===== src/rtl/gba_cart_rom_responder_if.sv =====
// GBA slot-2 ROM bus plus backing-memory request channel.
// slave  : cartridge responder side
// master : console / memory model side
`timescale 1ns/1ps
interface gba_cart_rom_responder_if #(
   parameter int ADDR_W = 24
);
   logic              bus_ncs;
   logic              bus_nrd;
   logic              bus_nwr;
   logic [15:0]       bus_ad_in;
   logic [7:0]        bus_a_hi;
   logic [15:0]       bus_ad_out;
   logic              bus_ad_oe;
   logic              mem_req;
   logic [ADDR_W-1:0] mem_addr;
   logic              mem_ack;
   logic [15:0]       mem_rdata;

   modport slave (
      input  bus_ncs, bus_nrd, bus_nwr, bus_ad_in, bus_a_hi, mem_ack, mem_rdata,
      output bus_ad_out, bus_ad_oe, mem_req, mem_addr
   );

   modport master (
      output bus_ncs, bus_nrd, bus_nwr, bus_ad_in, bus_a_hi, mem_ack, mem_rdata,
      input  bus_ad_out, bus_ad_oe, mem_req, mem_addr
   );
endinterface


===== src/rtl/gba_cart_rom_responder.sv =====
// Cartridge-side responder for the GBA slot-2 ROM bus. Oversamples the async
// strobes, latches the address on nCS fall, auto-increments it per nRD pulse
// (lower 16 bits only), and keeps one halfword prefetched from backing memory.
// Optional build macro GBA_RESP_STATS_EN adds read / underrun statistics ports.
//
// state  | meaning
// IDLE   | nCS high; a stale request may still be waiting for its ack
// FETCH  | buffer empty, request for addr outstanding or about to issue
// READY  | buffer holds data for addr, waiting for nRD fall
// DRIVE  | nRD low, AD driven from buffer
// HOLD   | nRD has risen, AD kept driven for HOLD_CYC cycles
// PEND   | nRD fell with buffer empty (underrun), drive once data arrives
`timescale 1ns/1ps
module gba_cart_rom_responder #(
   parameter int SYNC_STAGES = 2,
   parameter int HOLD_CYC    = 2,
   parameter int ADDR_W      = 24
) (
   input  logic                      clk,
   input  logic                      rst_n,
   gba_cart_rom_responder_if.slave   bus,
   output logic                      underrun
`ifdef GBA_RESP_STATS_EN
   ,
   output logic [15:0]               stat_rd_cnt,
   output logic [7:0]                stat_unr_cnt
`endif
);

   typedef enum logic [2:0] {ST_IDLE, ST_FETCH, ST_READY, ST_DRIVE, ST_HOLD, ST_PEND} state_t;
   localparam int HW = (HOLD_CYC > 2) ? $clog2(HOLD_CYC) : 1;

   logic [SYNC_STAGES-1:0] ncs_sh, nrd_sh, nwr_sh;
   logic [15:0]            ad_dly  [SYNC_STAGES];
   logic [7:0]             ahi_dly [SYNC_STAGES];
   logic                   ncs_p, nrd_p;
   logic                   ncs_s, nrd_s, nwr_s;
   logic                   ncs_fall, ncs_rise, nrd_fall, nrd_rise;

   state_t            state_q, state_nxt;
   logic [ADDR_W-1:0] addr_q, addr_nxt, mem_addr_q, mem_addr_nxt;
   logic [15:0]       data_buf_q, data_buf_nxt, ad_out_q, ad_out_nxt;
   logic              mem_req_q, mem_req_nxt, stale_q, stale_nxt;
   logic              oe_q, oe_nxt, unr_q, unr_nxt, ack_ok;
   logic [HW-1:0]     hold_q, hold_nxt;

   // Synchronise strobes; delay AD/A_HI equally so they line up with synced nCS.
   always_ff @(posedge clk or negedge rst_n) begin
      if (!rst_n) begin
         ncs_sh <= '1;
         nrd_sh <= '1;
         nwr_sh <= '1;
         ncs_p  <= 1'b1;
         nrd_p  <= 1'b1;
         for (int i = 0; i < SYNC_STAGES; i++) begin
            ad_dly[i]  <= '0;
            ahi_dly[i] <= '0;
         end
      end else begin
         ncs_sh     <= (ncs_sh << 1) | SYNC_STAGES'(bus.bus_ncs);
         nrd_sh     <= (nrd_sh << 1) | SYNC_STAGES'(bus.bus_nrd);
         nwr_sh     <= (nwr_sh << 1) | SYNC_STAGES'(bus.bus_nwr);
         ncs_p      <= ncs_s;
         nrd_p      <= nrd_s;
         ad_dly[0]  <= bus.bus_ad_in;
         ahi_dly[0] <= bus.bus_a_hi;
         for (int i = 1; i < SYNC_STAGES; i++) begin
            ad_dly[i]  <= ad_dly[i-1];
            ahi_dly[i] <= ahi_dly[i-1];
         end
      end
   end

   assign ncs_s    = ncs_sh[SYNC_STAGES-1];
   assign nrd_s    = nrd_sh[SYNC_STAGES-1];
   assign nwr_s    = nwr_sh[SYNC_STAGES-1];
   assign ncs_fall = ncs_p & ~ncs_s;
   assign ncs_rise = ~ncs_p & ncs_s;
   assign nrd_fall = nrd_p & ~nrd_s;
   assign nrd_rise = ~nrd_p & nrd_s;

   // State and datapath registers.
   always_ff @(posedge clk or negedge rst_n) begin
      if (!rst_n) begin
         state_q    <= ST_IDLE;
         addr_q     <= '0;
         mem_addr_q <= '0;
         data_buf_q <= '0;
         ad_out_q   <= '0;
         mem_req_q  <= 1'b0;
         stale_q    <= 1'b0;
         oe_q       <= 1'b0;
         unr_q      <= 1'b0;
         hold_q     <= '0;
      end else begin
         state_q    <= state_nxt;
         addr_q     <= addr_nxt;
         mem_addr_q <= mem_addr_nxt;
         data_buf_q <= data_buf_nxt;
         ad_out_q   <= ad_out_nxt;
         mem_req_q  <= mem_req_nxt;
         stale_q    <= stale_nxt;
         oe_q       <= oe_nxt;
         unr_q      <= unr_nxt;
         hold_q     <= hold_nxt;
      end
   end

   // Next-state logic; an ack for a request issued before nCS rose is swallowed.
   always_comb begin
      state_nxt    = state_q;
      addr_nxt     = addr_q;
      mem_addr_nxt = mem_addr_q;
      data_buf_nxt = data_buf_q;
      ad_out_nxt   = ad_out_q;
      mem_req_nxt  = mem_req_q;
      stale_nxt    = stale_q;
      oe_nxt       = oe_q;
      unr_nxt      = unr_q;
      hold_nxt     = hold_q;
      ack_ok       = bus.mem_ack & mem_req_q & ~stale_q;

      if (bus.mem_ack && mem_req_q) begin
         mem_req_nxt = 1'b0;
         stale_nxt   = 1'b0;
      end

      if (ncs_rise) begin
         state_nxt = ST_IDLE;
         oe_nxt    = 1'b0;
         if (mem_req_q && !bus.mem_ack) stale_nxt = 1'b1;
         if (nrd_rise) addr_nxt[15:0] = addr_q[15:0] + 16'd1;
      end else begin
         case (state_q)
            ST_IDLE: begin
               if (ncs_fall) begin
                  addr_nxt  = ADDR_W'({ahi_dly[SYNC_STAGES-1], ad_dly[SYNC_STAGES-1]});
                  unr_nxt   = 1'b0;
                  state_nxt = ST_FETCH;
                  if (!mem_req_q) begin
                     mem_req_nxt  = 1'b1;
                     mem_addr_nxt = ADDR_W'({ahi_dly[SYNC_STAGES-1], ad_dly[SYNC_STAGES-1]});
                  end
               end
            end
            ST_FETCH: begin
               if (ack_ok) begin
                  data_buf_nxt = bus.mem_rdata;
                  if (nrd_fall) begin
                     state_nxt  = ST_DRIVE;
                     oe_nxt     = 1'b1;
                     ad_out_nxt = bus.mem_rdata;
                  end else begin
                     state_nxt = ST_READY;
                  end
               end else begin
                  if (!mem_req_q) begin
                     mem_req_nxt  = 1'b1;
                     mem_addr_nxt = addr_q;
                  end
                  if (nrd_fall) begin
                     unr_nxt   = 1'b1;
                     state_nxt = ST_PEND;
                  end
               end
            end
            ST_READY: begin
               if (nrd_fall) begin
                  state_nxt  = ST_DRIVE;
                  oe_nxt     = 1'b1;
                  ad_out_nxt = data_buf_q;
               end
            end
            ST_DRIVE: begin
               if (nrd_rise) begin
                  addr_nxt[15:0] = addr_q[15:0] + 16'd1;
                  if (HOLD_CYC == 0) begin
                     state_nxt = ST_FETCH;
                     oe_nxt    = 1'b0;
                  end else begin
                     state_nxt = ST_HOLD;
                     hold_nxt  = HW'(HOLD_CYC - 1);
                  end
               end
            end
            ST_HOLD: begin
               if (nrd_fall) begin
                  unr_nxt   = 1'b1;
                  oe_nxt    = 1'b0;
                  state_nxt = ST_PEND;
               end else if (hold_q == '0) begin
                  state_nxt = ST_FETCH;
                  oe_nxt    = 1'b0;
               end else begin
                  hold_nxt = hold_q - HW'(1);
               end
            end
            ST_PEND: begin
               if (nrd_rise) begin
                  addr_nxt[15:0] = addr_q[15:0] + 16'd1;
                  state_nxt      = ST_FETCH;
                  if (mem_req_q && !bus.mem_ack) stale_nxt = 1'b1;
               end else if (ack_ok) begin
                  data_buf_nxt = bus.mem_rdata;
                  ad_out_nxt   = bus.mem_rdata;
                  oe_nxt       = 1'b1;
                  state_nxt    = ST_DRIVE;
               end else if (!mem_req_q) begin
                  mem_req_nxt  = 1'b1;
                  mem_addr_nxt = addr_q;
               end
            end
            default: state_nxt = ST_IDLE;
         endcase
      end
   end

   // A console write cycle must never see the cartridge driving AD.
   assign bus.bus_ad_oe  = oe_q & nwr_s;
   assign bus.bus_ad_out = ad_out_q;
   assign bus.mem_req    = mem_req_q;
   assign bus.mem_addr   = mem_addr_q;
   assign underrun       = unr_q;

`ifdef GBA_RESP_STATS_EN
   // Read pulses under nCS (wrapping) and underrun events (saturating).
   always_ff @(posedge clk or negedge rst_n) begin
      if (!rst_n) begin
         stat_rd_cnt  <= '0;
         stat_unr_cnt <= '0;
      end else begin
         if (nrd_rise && !ncs_s) stat_rd_cnt <= stat_rd_cnt + 16'd1;
         if (state_nxt == ST_PEND && state_q != ST_PEND && stat_unr_cnt != 8'hFF)
            stat_unr_cnt <= stat_unr_cnt + 8'd1;
      end
   end
`endif

endmodule


===== src/flat_wrapper.sv =====
// flat-port wrapper written by rule: the top's interface ports become plain ports
module gba_cart_rom_responder_flat 
#(
   parameter int SYNC_STAGES = 2,
   parameter int HOLD_CYC    = 2,
   parameter int ADDR_W      = 24
)
  (clk, rst_n, underrun, bus_bus_ncs, bus_bus_nrd, bus_bus_nwr, bus_bus_ad_in, bus_bus_a_hi, bus_mem_ack, bus_mem_rdata, bus_bus_ad_out, bus_bus_ad_oe, bus_mem_req, bus_mem_addr);
  gba_cart_rom_responder_if #(.ADDR_W(ADDR_W)) bus_i ();
  input  logic clk;
  input  logic rst_n;
  output logic underrun;
  input wire logic [$bits(bus_i.bus_ncs)-1:0] bus_bus_ncs;
  input wire logic [$bits(bus_i.bus_nrd)-1:0] bus_bus_nrd;
  input wire logic [$bits(bus_i.bus_nwr)-1:0] bus_bus_nwr;
  input wire logic [$bits(bus_i.bus_ad_in)-1:0] bus_bus_ad_in;
  input wire logic [$bits(bus_i.bus_a_hi)-1:0] bus_bus_a_hi;
  input wire logic [$bits(bus_i.mem_ack)-1:0] bus_mem_ack;
  input wire logic [$bits(bus_i.mem_rdata)-1:0] bus_mem_rdata;
  output wire logic [$bits(bus_i.bus_ad_out)-1:0] bus_bus_ad_out;
  output wire logic [$bits(bus_i.bus_ad_oe)-1:0] bus_bus_ad_oe;
  output wire logic [$bits(bus_i.mem_req)-1:0] bus_mem_req;
  output wire logic [$bits(bus_i.mem_addr)-1:0] bus_mem_addr;
  assign bus_i.bus_ncs = bus_bus_ncs;
  assign bus_i.bus_nrd = bus_bus_nrd;
  assign bus_i.bus_nwr = bus_bus_nwr;
  assign bus_i.bus_ad_in = bus_bus_ad_in;
  assign bus_i.bus_a_hi = bus_bus_a_hi;
  assign bus_i.mem_ack = bus_mem_ack;
  assign bus_i.mem_rdata = bus_mem_rdata;
  assign bus_bus_ad_out = bus_i.bus_ad_out;
  assign bus_bus_ad_oe = bus_i.bus_ad_oe;
  assign bus_mem_req = bus_i.mem_req;
  assign bus_mem_addr = bus_i.mem_addr;
  gba_cart_rom_responder #(.SYNC_STAGES(SYNC_STAGES), .HOLD_CYC(HOLD_CYC), .ADDR_W(ADDR_W)) u_core (.clk(clk), .rst_n(rst_n), .bus(bus_i), .underrun(underrun));
endmodule

===== config.mk =====
export PLATFORM = sky130hd
export DESIGN_NAME = gba_cart_rom_responder_flat
export DESIGN_NICKNAME = d
export VERILOG_FILES = /design/src/rtl/gba_cart_rom_responder_if.sv /design/src/rtl/gba_cart_rom_responder.sv /design/src/flat_wrapper.sv
export SDC_FILE = /design/constraint.sdc
export NUM_CORES = 1
export LEC_CHECK = 0
export CORE_MARGIN = 2
export CORE_UTILIZATION = 30
export DETAILED_ROUTE_END_ITERATION = 10
export GPL_TIMING_DRIVEN = 0
export MAX_ROUTING_LAYER = met4
export SLEW_MARGIN = 10
export SYNTH_ARGS = -nofsm -noshare
export SYNTH_HDL_FRONTEND = slang
export SYNTH_SLANG_ARGS = --single-unit

===== constraint.sdc =====
create_clock -name clk -period 2.9 [get_ports clk]
set_input_delay 0.87 -clock clk [delete_from_list [all_inputs] [get_ports clk]]
set_output_delay 0.87 -clock clk [all_outputs]
set_load 0.01 [all_outputs]

==> results of run 1 <==
[layout by cell type, fill, tap and decap left out, drive strengths merged, types with 11 or more instances in the layout]
cell | Yosys | layout
nand2 | 63 | 63
clkbuf | 16 | 34
mux2 | 49 | 49
a21oi | 13 | 13
clkdlybuf4s50 | 0 | 87
dfrtp | 136 | 136
mux2i | 24 | 24
nor2 | 27 | 27
o21ai | 32 | 32
nor3 | 12 | 12
a211oi | 11 | 11
inv | 6 | 11
buf | 10 | 14
[through the flow]
stage | hold slack [ns] | area [sq um] | TNS (ns) | utilization | cells
6_report | 0.347 | 7610 | 0 | 0.406 | 824
3_5_place_dp | 0.335 | 6960 | -5.24 | 0.371 | 790
5_1_grt | 0.352 | 7610 | 0 | 0.406 | 824
4_1_cts | 0.349 | 7600 | 0 | 0.405 | 822
2_1_floorplan | 0.331 | 5760 | 0 | - | 467
3_3_place_gp | 0.335 | 6930 | -655.40 | 0.369 | 789
[cells by family (layout without fill, tap and decap cells)]
| kind of cell | count (synthesis) | after routing |
|---|---|---|
| buffers and inverters | 32 | 155 |
| XOR/XNOR | 1 | 1 |
| adder cells (fa/ha/maj) | 1 | 1 |
| AND/OR/NAND/NOR | 136 | 136 |
| multiplexers | 73 | 73 |
| AO/OA/AOI/OAI | 80 | 80 |
| flip-flops | 144 | 144 |
[sequential cells by signal (all words and copies together) (netlist names), 2 cells and up]
signal and flops:
u_core.ad_dly 32, u_core.addr_q 24, u_core.ncs_sh 2, u_core.nwr_sh 2, u_core.bus.bus_ad_out 16, u_core.state_q 3
u_core.data_buf_q 16, u_core.bus.mem_addr 24, u_core.nrd_sh 2, u_core.ahi_dly 16
[routing by layer]
layer | GRT usage | vias to the layer above
li1 | - | 1872
met2 | 0.219 | 90
met1 | 0.176 | 1972
met3 | 0.0343 | 20
met4 | 0.0532 | 0
met5 | - | -
[final timing paths]
path | depth (start not counted) | slack, ns | to
max | 8 | 0.16 | u_core.bus.bus_ad_out[7]
min | 0 | 0.35 | u_core.ad_dly[15]
max reg2reg | 6 | 0.38 | u_core.addr_q[10]
min reg2reg | 0 | 0.35 | u_core.ad_dly[15]
max in group asynchronous | 2 | 1.68 | u_core.bus.mem_addr[11]
min in group asynchronous | 1 | 0.45 | u_core.bus.bus_ad_out[0]
[what timing repair did]
item,CTS,global route
setup endpoints to repair,0,9
hold endpoints to repair,0,0
gates resized for setup,0,0
hold buffers,0,0
setup buffers,0,2
[power by group]
group          switching, W  internal (W)  total [W]  leakage [nW]
Sequential         0.000412       0.00265    0.00307          1.71
Combinational       0.00129       0.00134    0.00263          1.25
Clock              0.000873       0.00148    0.00235         0.314
[final cells by class]
class | instances | area [sq um]
Fill cell | 1776 | 11200
Sequential cell | 144 | 3610
Multi-Input combinational cell | 291 | 2000
Timing Repair Buffer | 91 | 925
Clock buffer | 18 | 439
Tap cell | 234 | 293
Clock inverter | 14 | 201
Buffer | 26 | 119
Inverter | 6 | 22.5
==> impl_metrics.env, run 1 <==
export IMPL_status="complete, no violations"
export IMPL_drt_iter0_drc=221
export IMPL_htreeDepth=4
export IMPL_avgRoutedWirePerCell_microns=15.5
export IMPL_synth_mux_area_frac=0.143
export IMPL_critPathCaptureType="flop"
export IMPL_fin_crit_ns=2.74
export IMPL_grt_max_degree=74
export IMPL_fp_row_count=50
export IMPL_slew_violations=0
export IMPL_cts_buffer_depth=2
export IMPL_syn_area_per_cell_sq_um=12.3
export IMPL_post_synth_top_count_cell="dfrtp_1"
export IMPL_synth_distinct_cells=51
export IMPL_synth_top_area_share=0.591
export IMPL_vias=3954
export IMPL_met3_length_microns=433
export IMPL_yosys_warnings=0
export IMPL_track_usage=0.140
export IMPL_dp_slack_ns=-0.374
export IMPL_netlist_area_sq_mm=0.00576
export IMPL_ir_drop_mv=0.490
export IMPL_clockRootBuffer="clkbuf_16"
export IMPL_cts_sinks=144
export IMPL_async_reset_ff_frac=1.00
export IMPL_drt_wl_total_mm=12.8
export IMPL_met1_length_mm=5.84
export IMPL_cp_top_family="simple AND/OR/NAND/NOR gates"
export IMPL_port_buffers=88
export IMPL_path_clk_slew_ns=0.06
export IMPL_max_freq_ghz=0.365
export IMPL_startpoint="bus_mem_ack"
export IMPL_routed_top_layer="met4"
export IMPL_cap_violations=0
export IMPL_hold_start="u_core.ad_dly[31]"
export IMPL_synth_fp_nets=514
export IMPL_ys_flop_type="dfrtp_1"
export IMPL_dr_wl_met2_mm=6.29
export IMPL_power_density_mw_per_mm2=1060
export IMPL_worst_slew_pin_slew_ns=0.741
export IMPL_area_growth_syn_to_layout_pct=32.3
export IMPL_gr_total_overflow=0
export IMPL_slew_headroom=0.506
export IMPL_ys_top_cells_by_count="dfrtp_1 (136), nand2_1 (63), mux2_2 (40), o21ai_0 (32), nor2_1 (27)"
export IMPL_crit_chain="clkdlybuf4s50_1 -> nand3b_1 -> nand2b_1 -> a31oi_1 -> or4_1 -> buf_4 -> buf_6 -> mux2_4"
export IMPL_start_util=0.307
export IMPL_startpoint_type="input port"
export IMPL_critPathRequiredTime_ns=3.20
export IMPL_synthAdderAreaFrac=0.00217
export IMPL_cts_tree="built"
export IMPL_drive_above_1_share=0.178
export IMPL_cpMaxStageDelayCell="or4_1"
export IMPL_synth_seq_cells=144
export IMPL_finClkSkew_ns=0.0102
export IMPL_cts_buffers=17
export IMPL_grt_first_pass_wirelength_mm=21.5
export IMPL_ys_seq_area_frac=0.628
export IMPL_diodes=0
export IMPL_synth_edf_count=0
export IMPL_grt_pass1_vias=4287
export IMPL_synth_compound_area_frac=0.0889
export IMPL_drt_pass1_iter_count=5
export IMPL_path_buf_inv=3
export IMPL_slowest_delay_ns=0.54
export IMPL_setup_viol=0
export IMPL_cp_max_fo=10
export IMPL_worstReg2RegStart="u_core.ncs_sh[1]"
export IMPL_synth_xor_xnor_area_share=0.00152
export IMPL_worstPathArrival_ns=3.04
export IMPL_routed_via_density=4.80
export IMPL_dp_hpwl_mm=9.00
export IMPL_fin_ws_ns=0.160
export IMPL_yosysTopAreaCell="dfrtp_1"
export IMPL_p_leak_nw=3.28
export IMPL_rsz0062_at_grt="no"
export IMPL_postRouteAntennaNets=0
export IMPL_die_w_microns=143
export IMPL_synth_area_leaders="dfrtp_1 (59%), mux2_2 (7.8%), mux2i_1 (4.2%), nand2_1 (4.1%), dfstp_2 (3.7%)"
export IMPL_hold_viol_final=0
export IMPL_period_share=0.945
export IMPL_synth_top_family_by_area="multiplexers"
export IMPL_io_pins=89
export IMPL_p_total_w=0.00805
export IMPL_drc=0
export IMPL_die_area_sq_mm=0.0203
export IMPL_fp_dieH_microns=143
export IMPL_gp_congestion=0.846
export IMPL_antenna_found_initial=0
export IMPL_synth_simple_gate_area_frac=0.112
export IMPL_fin_nets=624
export IMPL_insertion_delay_ns=0.43
export IMPL_hold_class="reg2reg"
export IMPL_netlist_instances=467
export IMPL_core_area_sq_mm=0.0188
export IMPL_crit_type="in2reg"
Note: power is estimated with default switching activity, not from simulation.
==> run 2, diff against run 1 <==
--- a/config.mk
+++ b/config.mk
@@ -5,11 +5,13 @@
 export SDC_FILE = /design/constraint.sdc
 export NUM_CORES = 1
 export LEC_CHECK = 0
+export CAP_MARGIN = 20
 export CORE_MARGIN = 2
 export CORE_UTILIZATION = 30
 export DETAILED_ROUTE_END_ITERATION = 10
 export GPL_TIMING_DRIVEN = 0
 export MAX_ROUTING_LAYER = met4
+export RECOVER_POWER = 50
 export SLEW_MARGIN = 10
 export SYNTH_ARGS = -nofsm -noshare
 export SYNTH_HDL_FRONTEND = slang
==> impl_metrics.env, run 2 (synthesized netlist as in run 1, its figures left out) <==
export IMPL_antenna_found_initial=0
export IMPL_p_sw_frac=0.320
export IMPL_hold_viol_final=0
export IMPL_seq_power_share=0.382
export IMPL_p_sw_w=0.00257
export IMPL_finClkSkew_ns=0.0101
export IMPL_grt_first_pass_wirelength_mm=21.5
export IMPL_drt_iter0_drc=256
export IMPL_fp_dieH_microns=143
export IMPL_p_leak_nw=3.27
export IMPL_cts_tree="built"
export IMPL_cts_sinks=144
export IMPL_dp_hpwl_mm=9.00
export IMPL_cts_buffers=17
export IMPL_cp_max_fo=10
export IMPL_stdcell_area_sq_mm=0.00759
export IMPL_start_util=0.307
export IMPL_drt_wl_total_mm=12.7
export IMPL_critPathCaptureType="flop"
export IMPL_rsz0062_at_grt="no"
export IMPL_layout_common_cells="dfrtp_1 (136), nand2_1 (63), clkdlybuf4s50_1 (60)"
export IMPL_routed_via_density=4.81
export IMPL_die_w_microns=143
export IMPL_p_int_w=0.00546
export IMPL_drt_pass1_iter_count=4
export IMPL_worstPathArrival_ns=3.04
export IMPL_cts_resized=0
export IMPL_gp_congestion=0.846
export IMPL_path_clk_slew_ns=0.06
export IMPL_diodes=0
export IMPL_placedCellCount=790
export IMPL_io_pins=89
export IMPL_avgRoutedWirePerCell_microns=15.5
export IMPL_cap_violations=1
export IMPL_slew_violations=74
export IMPL_track_usage=0.140
export IMPL_drive_above_1_share=0.176
export IMPL_postRouteAntennaNets=0
export IMPL_vias=3962
export IMPL_fillers=1781
export IMPL_area_growth_syn_to_layout_pct=31.9
export IMPL_violations="capacitance limit, slew limit"
export IMPL_cts_buffer_depth=2
export IMPL_crit_type="in2reg"
export IMPL_hold_slack_ns=0.348
export IMPL_p_total_w=0.00804
export IMPL_die_area_sq_mm=0.0203
export IMPL_ir_drop_mv=0.489
export IMPL_largest_reg_flops=32
export IMPL_slew_headroom=-0.161
export IMPL_period_share=0.944
export IMPL_max_freq_ghz=0.365
export IMPL_grt_max_degree=74
export IMPL_drc=0
export IMPL_comb_power_share=0.326
export IMPL_clockRootBuffer="clkbuf_16"
export IMPL_port_buffers=88
export IMPL_dpl_instance_area_sq_mm=0.00696
export IMPL_fin_crit_ns=2.74
export IMPL_post_cts_buffers=0
export IMPL_p_clk_frac=0.292
export IMPL_status="finished, violations left"
export IMPL_htreeDepth=4
export IMPL_insertion_delay_ns=0.43
export IMPL_instances_no_fill=824
export IMPL_power_density_mw_per_mm2=1060
export IMPL_setup_viol=0
export IMPL_fp_row_count=50
export IMPL_fin_nets=624
export IMPL_startpoint_type="input port"
export IMPL_grt_pass1_vias=4287
export IMPL_final_common_cell="dfrtp_1"
export IMPL_hold_class="reg2reg"
export IMPL_worst_slew_pin_slew_ns=1.74
export IMPL_gr_total_overflow=0
export IMPL_critPathRequiredTime_ns=3.20
export IMPL_setup_tns_ns=0
export IMPL_core_area_sq_mm=0.0188
export IMPL_post_cts_hold_buffer_count=0
export IMPL_largest_register="u_core.ad_dly"
run 2: cell count changes in the layout (fill, tap and decap cells not counted):
cell             change
clkdlybuf4s50_1     -27
dlygate4sd3_1       +27
buf_16               -1
clkbuf_2             +1
dfstp_1              +1
dfstp_2              -1
run 2: power groups by stage:
stage | Clock (W) | Sequential, W | Combinational [W]
finish | 0.00235 | 0.00307 | 0.00262
global route | 0.00250 | 0.00316 | 0.00291
CTS | 0.00240 | 0.00307 | 0.00267
detailed placement | 0 | 0.00310 | 0.00265
global placement | 0 | 0.00307 | 0.00259
floorplan | 0 | 0.00313 | 0.00143
run 2: metrics by stage:
stage,setup WS [ns],util
2_1_floorplan,0.412,-
3_3_place_gp,-4.62,0.369
3_5_place_dp,-0.374,0.371
4_1_cts,0.0692,0.405
5_1_grt,0.0843,0.405
6_report,0.162,0.405
run 2: metal layers:
metal / up-vias / share of wire / track usage
li1: 1877 / - / -
met1: 1971 / 0.46 / 0.176
met2: 94 / 0.49 / 0.219
met3: 20 / 0.037 / 0.0343
met4: 0 / 0.017 / 0.0532
met5: - / 0 / -
run 2: final timing paths:
check                                  startpoint                       end  slack [ns]  cells past startpoint
worst min register to register  u_core.ad_dly[31]         u_core.ad_dly[15]        0.35                      0
min in group asynchronous                   rst_n  u_core.bus.bus_ad_out[0]        0.90                      1
worst max register to register   u_core.ncs_sh[1]         u_core.addr_q[10]        0.38                      6
worst min-delay path            u_core.ad_dly[31]         u_core.ad_dly[15]        0.35                      0
max in group asynchronous                   rst_n   u_core.bus.mem_addr[11]        0.60                      2
worst max-delay path                  bus_mem_ack  u_core.bus.bus_ad_out[7]        0.16                      8
run 2: area by class of cell:
cell class | count | area, sq um | share of cell area
flip-flops and latches | 144 | 3610 | 0.476
multi-input cells | 291 | 2000 | 0.264
repair buffers | 91 | 902 | 0.119
clock buffers | 18 | 439 | 0.0578
well taps | 234 | 293 | 0.0386
clock inverters | 14 | 201 | 0.0265
plain buffers | 26 | 119 | 0.0157
inverters | 6 | 22.5 | 0.00297
run 2: critical path, stage by stage:
cell,delay [ns]
clkdlybuf4s50_1,0.51
nand3b_1,0.18
nand2b_1,0.16
a31oi_1,0.11
or4_1,0.54
buf_4,0.19
buf_6,0.17
mux2_4,0.31
